==> src/rtl/serial_add_sequencer_if.sv <==
// Operand/result handshake bundle for serial_add_sequencer.
// Optional sub input is present only when SERIAL_ADD_SUB_EN is defined.
interface serial_add_sequencer_if #(
  parameter int WIDTH = 8
);
  logic             in_valid;
  logic             in_ready;
  logic [WIDTH-1:0] a;
  logic [WIDTH-1:0] b;
  logic             out_valid;
  logic             out_ready;
  logic [WIDTH-1:0] sum;
  logic             cout;
  logic             busy;
`ifdef SERIAL_ADD_SUB_EN
  logic             sub;
`endif

  modport master (
`ifdef SERIAL_ADD_SUB_EN
    output sub,
`endif
    output in_valid, a, b, out_ready,
    input  in_ready, out_valid, sum, cout, busy
  );

  modport slave (
`ifdef SERIAL_ADD_SUB_EN
    input  sub,
`endif
    input  in_valid, a, b, out_ready,
    output in_ready, out_valid, sum, cout, busy
  );
endinterface

==> src/rtl/serial_add_sequencer.sv <==
// Bit-serial WIDTH-bit adder: one full-adder cell reused LSB first, one bit per clock.
// Define SERIAL_ADD_SUB_EN to add a sub input (a - b via inverted b and carry-in 1).
module serial_add_sequencer #(
  parameter int WIDTH = 8
) (
  input logic                  clk,
  input logic                  rst,
  serial_add_sequencer_if.slave bus
);
  localparam int CNT_W = (WIDTH > 1) ? $clog2(WIDTH) : 1;
  localparam logic [CNT_W-1:0] LAST = CNT_W'(WIDTH - 1);

  localparam logic [1:0] IDLE = 2'd0;
  localparam logic [1:0] RUN  = 2'd1;
  localparam logic [1:0] DONE = 2'd2;

  logic [1:0]       state;
  logic [WIDTH-1:0] a_sr;
  logic [WIDTH-1:0] b_sr;
  logic [WIDTH-1:0] sum_r;
  logic             c;
  logic [CNT_W-1:0] cnt;

  logic half_p;
  logic s_bit;
  logic c_next;
  logic load_sub;

  // Two half adders plus the carry flop form the single shared cell.
  always_comb begin
    half_p = a_sr[0] ^ b_sr[0];
    s_bit  = half_p ^ c;
    c_next = (a_sr[0] & b_sr[0]) | (c & half_p);
  end

`ifdef SERIAL_ADD_SUB_EN
  assign load_sub = bus.sub;
`else
  assign load_sub = 1'b0;
`endif

  always_ff @(posedge clk) begin
    if (rst) begin
      state <= IDLE;
      a_sr  <= '0;
      b_sr  <= '0;
      sum_r <= '0;
      c     <= 1'b0;
      cnt   <= '0;
    end else begin
      case (state)
        IDLE: begin
          if (bus.in_valid) begin
            a_sr  <= bus.a;
            b_sr  <= load_sub ? ~bus.b : bus.b;
            c     <= load_sub;
            cnt   <= '0;
            sum_r <= '0;
            state <= RUN;
          end
        end
        RUN: begin
          a_sr  <= a_sr >> 1;
          b_sr  <= b_sr >> 1;
          sum_r <= {s_bit, sum_r[WIDTH-1:1]};
          c     <= c_next;
          cnt   <= cnt + 1'b1;
          if (cnt == LAST) state <= DONE;
        end
        DONE: begin
          if (bus.out_ready) state <= IDLE;
        end
        default: state <= IDLE;
      endcase
    end
  end

  // The carry flop doubles as cout: it holds the final carry once RUN ends.
  assign bus.in_ready  = (state == IDLE);
  assign bus.out_valid = (state == DONE);
  assign bus.busy      = (state == RUN);
  assign bus.sum       = sum_r;
  assign bus.cout      = c;
endmodule
==> src/flat_wrapper.sv <==
// flat-port wrapper written by rule: the top's interface ports become plain ports
module serial_add_sequencer_flat 
#(
  parameter int WIDTH = 8
)
  (clk, rst, bus_in_valid, bus_a, bus_b, bus_out_ready, bus_in_ready, bus_out_valid, bus_sum, bus_cout, bus_busy);
  serial_add_sequencer_if #(.WIDTH(WIDTH)) bus_i ();
  input logic clk;
  input logic rst;
  input wire logic [$bits(bus_i.in_valid)-1:0] bus_in_valid;
  input wire logic [$bits(bus_i.a)-1:0] bus_a;
  input wire logic [$bits(bus_i.b)-1:0] bus_b;
  input wire logic [$bits(bus_i.out_ready)-1:0] bus_out_ready;
  output wire logic [$bits(bus_i.in_ready)-1:0] bus_in_ready;
  output wire logic [$bits(bus_i.out_valid)-1:0] bus_out_valid;
  output wire logic [$bits(bus_i.sum)-1:0] bus_sum;
  output wire logic [$bits(bus_i.cout)-1:0] bus_cout;
  output wire logic [$bits(bus_i.busy)-1:0] bus_busy;
  assign bus_i.in_valid = bus_in_valid;
  assign bus_i.a = bus_a;
  assign bus_i.b = bus_b;
  assign bus_i.out_ready = bus_out_ready;
  assign bus_in_ready = bus_i.in_ready;
  assign bus_out_valid = bus_i.out_valid;
  assign bus_sum = bus_i.sum;
  assign bus_cout = bus_i.cout;
  assign bus_busy = bus_i.busy;
  serial_add_sequencer #(.WIDTH(WIDTH)) u_core (.clk(clk), .rst(rst), .bus(bus_i));
endmodule
==> config.mk <==
export PLATFORM = sky130hd
export DESIGN_NAME = serial_add_sequencer_flat
export DESIGN_NICKNAME = d
export VERILOG_FILES = /design/src/rtl/serial_add_sequencer_if.sv /design/src/rtl/serial_add_sequencer.sv /design/src/flat_wrapper.sv
export SDC_FILE = /design/constraint.sdc
export NUM_CORES = 1
export LEC_CHECK = 0
export CORE_MARGIN = 2
export CORE_UTILIZATION = 35
export CTS_CLUSTER_DIAMETER = 40
export DETAILED_ROUTE_END_ITERATION = 7
export PLACE_DENSITY = 0.63
export SLEW_MARGIN = 20
export SYNTH_ARGS = -nofsm -noshare
export SYNTH_HDL_FRONTEND = slang
export SYNTH_SLANG_ARGS = --single-unit
==> constraint.sdc <==
create_clock -name clk -period 3.1 [get_ports clk]
set_input_delay 0.775 -clock clk [delete_from_list [all_inputs] [get_ports clk]]
set_output_delay 0.775 -clock clk [all_outputs]
set_load 0.03 [all_outputs]
==> metrics.yaml <==
synthesis:
  yosys.area.top_type: "dfxtp_1"
  synth_edf_count: 0
  synth_flop_cell: "dfxtp_1"
  synth_area_leaders: "dfxtp_1 (45%), a211oi_2 (10%), nor2_1 (9.3%), mux2i_1 (7.5%), a22oi_1 (7.3%)"
  ys_seq_elements: 30
  synthTopCellsByCount: "nor2_1 (33), dfxtp_1 (30), a22oi_1 (13)"
  synthXorXnorAreaFrac: 0
  synth_top_cell_area_share: 0.452
  synth_top_family_by_area: "compound AO/OA/AOI/OAI gates"
  synth_compound_area_frac: 0.245
  yosys.area_share.simple: 0.124
  syn_area_sq_um: 1330
  yosysMostFrequentCell: "nor2_1"
  netlist_instances: 128
  yosysSeqAreaShare: 0.452
  syn-num-nets: 151
  yosysWarnings: 0
  synth_mux_area_frac: 0.0753
  synth.distinct_cells: 23
  avgSynthCellArea_sq_um: 10.4
  synth-adder-area-share: 0.0339
  async_reset_ff_frac: 0
timing:
  max_slew.worst_pin.slew_ns: 1.03
  final-hold-violation-count: 0
  period_needed_ns: 2.63
  slew_headroom: 0.312
  slew_viol_final: 0
  fin_setup_tns_ns: 0
  fmax_mhz: 381
  skew_ns: 0.00521
  finalSetupViolCount: 0
  finalCritPeriodShare: 0.848
  rsz0062_at_grt: "no"
detailed_routing:
  vias: 1013
  drt_wl_total_um: 2770
  drt_iter0_drc: 29
  wl_per_cell_um: 13.2
  drcViolationCount: 0
  via_per_inst: 4.85
  ant_nets: 0
  first_pass_iters: 4
grt:
  grt_pass1_wl_um: 4770
  grt_pass1_vias: 1076
  gr-usage-all-layers: 0.146
  grt_max_degree: 26
  antenna_found_initial: 0
  overflow: 0
flow_run:
  cap_viol_max_count: 0
worst_setup_path:
  critPathCaptureType: "output pin"
  critical_path_class: "flip-flop to output pin"
  crit_required_ns: 2.32
  arrival_ns: 1.85
  start_kind: "flip-flop"
  crit_fanout: 13
  crit_start: "u_core.state[0]"
  timing.rr.start: "u_core.state[0]"
floorplan:
  die_y_um: 65.6
  num_rows: 22
  die_w_um: 65.6
  dieArea_sq_um: 4310
  io_pins: 32
  initial_core_util: 0.363
  coreArea_sq_um: 3660
clock_tree:
  cts_resized: 0
  clock_path_buffers: 2
  clk_latency_ns: 0.28
  numCtsBuffers: 5
  cts_sinks: 30
  cts_tree: "yes"
  clkTransAtPathRegs_ns: 0.06
  cts_setup_buffers: 0
  root_buffer: "clkbuf_8"
  ctsHoldBuffers: 0
  h-tree-depth: 2
power_and_ir_drop:
  power.combinational.fraction: 0.141
  power.total_uw: 917
  leakagePower_nw: 0.680
  ir_drop_v: 0.000308
  swShare: 0.241
  p_seq_frac: 0.461
  powerDensity_nw_per_um2: 519
  clkPwrFrac: 0.398
  power_switching_uw: 221
  internal_power_uw: 696
min_path:
  min_from: "u_core.cnt[0]"
  min_path_type: "flip-flop to flip-flop"
final_layout:
  antennaDiodeCount: 0
  syn_to_final_growth_pct: 32.9
  drive_gt1_frac: 0.180
  final_cell_area_sq_um: 1770
  layout.nets: 183
run_status:
  status: "finished, final reports clean"
place:
  io_buffers: 31
  post_dp_cell_area_sq_um: 1660
  dp_hpwl_um: 1910
  place.gp.congestion: 0.700
## layout by cell type, fill, tap and decap left out, types with 2 or more instances in the layout
master,count
inv_1,5
buf_4,4
dfxtp_1,30
a22oi_1,13
clkdlybuf4s50_1,31
nor2_1,33
mux2i_1,10
a211oi_2,11
ha_1,2
a2111oi_2,4
clkbuf_8,8
## layout make-up
class	count	area, sq um
fill	356	1900
multi-input combinational	83	636
sequential	30	601
timing repair buffer	35	340
clock buffer	8	110
tap	48	60.1
inverter	5	18.8
## final timing paths
kind / end / slack, ns / cells after the start
min reg2reg: u_core.cnt[0] / 0.49 / 1
max reg2reg: u_core.bus.sum[2] / 1.45 / 3
max: bus_busy / 0.47 / 4
min: u_core.cnt[0] / 0.49 / 1
## flip-flops by register name (all words and copies together) (netlist names)
signal           count
u_core.bus.sum       8
u_core.a_sr          8
u_core.bus.cout      1
u_core.state         2
u_core.b_sr          8
u_core.cnt           3
## power groups by stage
stage               combinational, mW  clock [mW]  sequential, mW
finish                          0.129       0.365           0.423
global route                    0.141       0.396           0.426
CTS                             0.131       0.374           0.423
detailed placement              0.130           0           0.431
global placement                0.127           0           0.431
floorplan                      0.0911           0           0.428
## critical path: stages (launching register included)
cell             delay [ns]
dfxtp_1                0.49
nand2b_2               0.14
inv_1                  0.07
buf_4                  0.18
clkdlybuf4s50_1        0.69
## per-stage QoR
| stage | cells | setup slack, ns | hold slack, ns | util |
|---|---|---|---|---|
| floorplan | 128 | 1.29 | 0.460 | - |
| global placement | 201 | 0.772 | 0.471 | 0.452 |
| detailed placement | 201 | 0.613 | 0.483 | 0.452 |
| CTS | 209 | 0.442 | 0.492 | 0.482 |
| global route | 209 | 0.347 | 0.522 | 0.482 |
| finish | 209 | 0.473 | 0.493 | 0.482 |
## metal layers
layer,share of wire,vias up,GRT usage,routed length (um)
met5,0,-,0,0
met4,0.012,0,0.0703,33
met3,0.046,3,0.0428,128
met2,0.45,23,0.239,1240
met1,0.49,473,0.176,1360
li1,-,514,-,-
## logic make-up (layout without fill, tap and decap cells)
group           after synthesis  count (layout)
simple gates                 38              38
mux                          10              10
buf+inv                      15              48
compound gates               32              32
fa+ha+maj                     3               3
flops                        30              30
No activity file was read; power rests on OpenSTA's default activity.
